**config.mk**
```make
export PLATFORM = sky130hd
export DESIGN_NAME = branch_pc_ctrl
export DESIGN_NICKNAME = d
export VERILOG_FILES = /design/src/rtl/branch_pc_ctrl.sv
export SDC_FILE = /design/constraint.sdc
export NUM_CORES = 1
export LEC_CHECK = 0
export BUFFER_PORTS_ARGS = -buffer_cell sky130_fd_sc_hd__buf_2
export CORE_MARGIN = 4
export CORE_UTILIZATION = 40
export CTS_CLUSTER_SIZE = 14
export DETAILED_ROUTE_END_ITERATION = 6
export GPL_ROUTABILITY_DRIVEN = 0
export PLACE_DENSITY = 0.68
export SYNTH_ARGS = -nofsm -noshare
export SYNTH_HDL_FRONTEND = slang
export SYNTH_SLANG_ARGS = --single-unit
```
**constraint.sdc**
```tcl
create_clock -name clk -period 1.96 [get_ports clk]
set_input_delay 0.294 -clock clk [delete_from_list [all_inputs] [get_ports clk]]
set_output_delay 0.294 -clock clk [all_outputs]
set_load 0.005 [all_outputs]
```
**src/rtl/branch_pc_ctrl.sv**
```systemverilog
// branch_pc_ctrl
//   Branch/jump resolution and fetch-PC ownership for the RV32I core.
//   Decodes funct3 against the comparator results (BrEq/BrLt), decides
//   whether the EX-stage instruction redirects fetch, holds the fetch PC,
//   and raises a fixed-length flush after every redirect.
//
// Ports
//   clk, rst      rising-edge clock, synchronous active-high reset
//   stall         hazard stall, holds pc unless a redirect is taken
//   ex_valid      EX instruction is real (not a bubble)
//   is_branch     EX instruction is a conditional branch
//   is_jal        EX instruction is JAL
//   is_jalr       EX instruction is JALR
//   funct3        EX instruction funct3
//   BrEq, BrLt    comparator results
//   target        ALU-computed redirect target
//   BrUn          unsigned-compare select back to the comparator (comb)
//   taken         redirect decision for this cycle (comb)
//   pc            fetch PC (registered)
//   flush         squash IF/ID (registered, FLUSH_CYCLES long)
//   illegal_br    one-cycle pulse on a reserved branch funct3
//   misalign      one-cycle pulse when the redirect target has bit 1 set
//   br_cnt        resolved conditional branches (saturating)
//   taken_cnt     taken redirects, branches and jumps (saturating)
module branch_pc_ctrl #(
    parameter int                     DATA_LENGTH  = 32,
    parameter logic [DATA_LENGTH-1:0] RESET_PC     = '0,
    parameter int                     FLUSH_CYCLES = 2,
    parameter int                     CNT_WIDTH    = 16
) (
    input  logic                   clk,
    input  logic                   rst,
    input  logic                   stall,
    input  logic                   ex_valid,
    input  logic                   is_branch,
    input  logic                   is_jal,
    input  logic                   is_jalr,
    input  logic [2:0]             funct3,
    input  logic                   BrEq,
    input  logic                   BrLt,
    input  logic [DATA_LENGTH-1:0] target,
    output logic                   BrUn,
    output logic                   taken,
    output logic [DATA_LENGTH-1:0] pc,
    output logic                   flush,
    output logic                   illegal_br,
    output logic                   misalign,
    output logic [CNT_WIDTH-1:0]   br_cnt,
    output logic [CNT_WIDTH-1:0]   taken_cnt
);

    typedef enum logic {
        RUN,
        FLUSH
    } state_t;

    localparam logic [2:0] FCNT_INIT = 3'(FLUSH_CYCLES - 1);

    state_t                 state;
    state_t                 state_next;
    logic [2:0]             fcnt;
    logic [2:0]             fcnt_next;
    logic [DATA_LENGTH-1:0] pc_next;
    logic                   act;
    logic                   cond;
    logic                   legal;
    logic                   br_inc;
    logic                   ill_next;
    logic                   mis_next;

    // BLT/BGE and BLTU/BGEU share the same condition; funct3[1] picks signedness.
    assign BrUn = funct3[1];

    always_comb begin
        cond  = 1'b0;
        legal = 1'b1;
        case (funct3)
            3'b000:  cond = BrEq;
            3'b001:  cond = ~BrEq;
            3'b100:  cond = BrLt;
            3'b101:  cond = ~BrLt;
            3'b110:  cond = BrLt;
            3'b111:  cond = ~BrLt;
            default: legal = 1'b0;
        endcase
    end

    // EX holds a squashed instruction while flushing, so it never acts.
    assign act      = ex_valid & (state == RUN);
    assign taken    = act & (is_jal | is_jalr | (is_branch & cond));
    assign br_inc   = act & is_branch & legal;
    assign ill_next = act & is_branch & ~legal;
    assign mis_next = taken & target[1];

    always_comb begin
        state_next = state;
        fcnt_next  = fcnt;
        pc_next    = pc;

        // A redirect overrides stall; otherwise stall holds the PC in both states.
        if (taken) begin
            pc_next = {target[DATA_LENGTH-1:1], 1'b0};
        end else if (!stall) begin
            pc_next = pc + DATA_LENGTH'(4);
        end

        case (state)
            RUN: begin
                if (taken) begin
                    state_next = FLUSH;
                    fcnt_next  = FCNT_INIT;
                end
            end
            FLUSH: begin
                // fcnt runs regardless of stall so the flush length is fixed.
                if (fcnt == 3'd0) begin
                    state_next = RUN;
                end else begin
                    fcnt_next = fcnt - 3'd1;
                end
            end
            default: state_next = RUN;
        endcase
    end

    always_ff @(posedge clk) begin
        if (rst) begin
            state <= RUN;
            fcnt  <= '0;
            pc    <= RESET_PC;
            flush <= 1'b0;
        end else begin
            state <= state_next;
            fcnt  <= fcnt_next;
            pc    <= pc_next;
            flush <= (state_next == FLUSH);
        end
    end

    always_ff @(posedge clk) begin
        if (rst) begin
            illegal_br <= 1'b0;
            misalign   <= 1'b0;
            br_cnt     <= '0;
            taken_cnt  <= '0;
        end else begin
            illegal_br <= ill_next;
            misalign   <= mis_next;
            if (br_inc && (br_cnt != '1)) begin
                br_cnt <= br_cnt + CNT_WIDTH'(1);
            end
            if (taken && (taken_cnt != '1)) begin
                taken_cnt <= taken_cnt + CNT_WIDTH'(1);
            end
        end
    end

endmodule

```
==> results.ini <==
[status]
status=finished clean

[cts]
cts.clk_slew.worst_paths_ns=0.07
cts_made_buffers=9
tritoncts=done
clk_latency_ns=0.33
hold_buffers=0
cts_buffer_depth=2
clock-sinks=69
root_buffer=clkbuf_8
ctsHtreeMaxLevel=3

[power]
leakage_nw=1.915
p_total_w=0.003240
cellPowerDensity_nw_per_um2=675.3
ir_worst_vdd_uv=306.6

[critical_path]
crit_path_end_kind=output pin
worst_setup_path_start_kind=register
crit_slowest_cell=dfxtp_1
cp_data_required_time_ns=1.67
cp_slowest_stage_delay_ns=0.32
timing.rr.start=state
rr_worst_depth=6
timing.rr.end=taken_cnt[5]
crit_arrival_ns=1.61
r2r_slack_ns=0.07
crit_chain=nand3b_1 > buf_6 > o21a_4 > buf_12 > clkinvlp_4 > buf_2
cp_max_fo=16
critical_path_class=reg2out

[sta]
worst_slack_ns=0.05900
hold_viol_final=0
period_share=0.9699
finClkSkew_ns=0.01229
clock.fmax_mhz=526.0
slew_violations=0
setup_viol=0
finalWorstPathRequiredPeriod_ns=1.901

[grt]
antenna_found_initial=0
grt_pass1_wl_mm=15.95
grt_pass1_vias=3563
grt_use_total=0.1867
globalRouteOverflowTotal=0
grt_max_degree=39

[floorplanning]
die_w_um=102.6
ioPinCount=113
die_area_um2=10530
core_area_um2=8721
std_cell_rows=34
dieHeight_um=102.6
start_util=0.4105

[detailed_routing]
drc_errors=0
avgViaCountPerCell=5.435
num_vias=3712
antenna_left=0
detail_route.wirelength_mm=10.01
post_drt_wl_per_cell_um=14.65
drt_pass1_iterations=5
drt_iter0_markers=142

[finish]
drive_gt1_frac=0.3374
fill_cells=817
nNetsFinal=619
n_antenna_cell=0
area_growth_pct=34.04

[min_path]
min_path_type=in2reg
hold_path_startpoint=target[2]
whs_endpoint=pc[2]
hold_depth=3

[place]
dp_hpwl_mm=7.052
place_ws_ns=0.01818
portBuffers=110

[yosys]
yosys.area.top_type_share=0.3859
syn_nets=477
synthTopCellsByArea=dfxtp_1, nor2_1, a211oi_1, xnor2_1, xor2_1
ys_seq_area_frac=0.3859
synthArstFlopShare=0
avgSynthCellArea_um2=8.364
synth_flop_cell=dfxtp_1
ys_types=49
yosysTopAreaCell=dfxtp_1
yosys-top-cells-count=dfxtp_1, nor2_1, a211oi_1, xnor2_1, nand2_1
syn_inst=428
synth_edf_count=0
yosys.cell_count.top_type=dfxtp_1
syn_area_um2=3580
yosysWarnings=0
synth-seq-cells=69

[run]
drv_cap=0

## worst max-delay path, delay by kind of cell (launching register included)
family / cells / cell delay [ns]
and+or+nand+nor: 1 / 0.22
AOI/OAI and AO/OA: 1 / 0.23
buffers and inverters: 4 / 0.51
DFF: 1 / 0.32
## cell usage in the layout, fill, tap and decap left out, types with 5 or more instances in the layout
cell type / synthesis / routed
a211oi_1: 31 / 31
a21oi_1: 17 / 17
a311oi_1: 7 / 7
buf_2: 7 / 110
buf_4: 2 / 42
clkbuf_8: 0 / 10
dfxtp_1: 69 / 64
dfxtp_2: 0 / 5
ha_1: 5 / 5
inv_1: 10 / 10
mux2i_1: 6 / 6
nand2_1: 22 / 22
nand3_1: 21 / 21
nand4_1: 16 / 16
nor2_1: 63 / 62
nor2b_1: 5 / 5
nor3_1: 11 / 11
o21ai_0: 9 / 9
o31ai_1: 11 / 11
or3_1: 7 / 6
or4_1: 11 / 11
xnor2_1: 23 / 23
xor2_1: 13 / 13
## final cells by class
| type | count | area [µm²] | area share |
|---|---|---|---|
| repair buffers | 156 | 942.2 | 0.1963 |
| clock inverters | 4 | 47.55 | 0.009909 |
| flip-flops and latches | 69 | 1388 | 0.2892 |
| inverters | 11 | 45.04 | 0.009387 |
| multi-input cells | 323 | 2096 | 0.4368 |
| well taps | 108 | 135.1 | 0.02816 |
| clock buffers | 12 | 145.1 | 0.03025 |
## state kept, by name (all words and copies together) (netlist names)
register / count
br_cnt: 16
illegal_br: 1
fcnt: 3
pc: 31
state: 1
misalign: 1
taken_cnt: 16
## worst max path at each step
| stage | start | endpoint | slack, ns | cells after the start |
|---|---|---|---|---|
| 2_1_floorplan | pc[2] | pc[30] | 0.05 | 6 |
| 3_3_place_gp | br_cnt[0] | br_cnt[12] | 0.05 | 6 |
| 3_5_place_dp | stall | pc[31] | 0.02 | 6 |
| 4_1_cts | br_cnt[0] | br_cnt[12] | 0.008 | 6 |
| 5_1_grt | state | taken | -0.02 | 6 |
| 6_report | state | taken | 0.06 | 6 |
## metal layers
layer  share of wire  track usage  vias up
li1                -            -     1848
met2            0.49       0.3103       94
met1            0.45       0.2361     1760
met5               0            0        -
met4           0.010      0.07770        0
met3           0.050      0.03721       10
## stage by stage
stage	area [µm²]	hold WS (ns)	setup TNS, ns	instances	util
detailed placement	4497	0.4908	0	663	0.5156
global placement	4497	0.4764	0	663	0.5156
floorplan	3580	0.4379	0	428	-
finish	4798	0.2035	0	683	0.5502
global route	4798	0.2137	-0.03123	683	0.5502
CTS	4690	0.1853	0	679	0.5377
## where the power goes
group          switching, W  internal, W  total, W
Clock              0.000523     0.000620   0.00114
Sequential        0.0000733      0.00149   0.00156
Combinational      0.000272     0.000266  0.000538
## kinds of logic (layout without fill, tap and decap cells)
| group | Yosys count | count (layout) | share of synthesized area |
|---|---|---|---|
| simple gates | 188 | 188 | 0.2796 |
| compound gates | 85 | 85 | 0.1625 |
| flops | 69 | 69 | 0.3859 |
| xor+xnor | 36 | 36 | 0.08808 |
| buf+inv | 36 | 183 | 0.04229 |
| mux | 8 | 8 | 0.02307 |
| fa+ha+maj | 5 | 5 | 0.01748 |
| other cells | 1 | 1 | 0.001048 |
## repair_timing
item | CTS | global route
setup buffers | 0 | 3
resized for setup | 0 | 16
setup endpoints to repair | 0 | 18
Note: power is estimated with default switching activity, not from simulation.
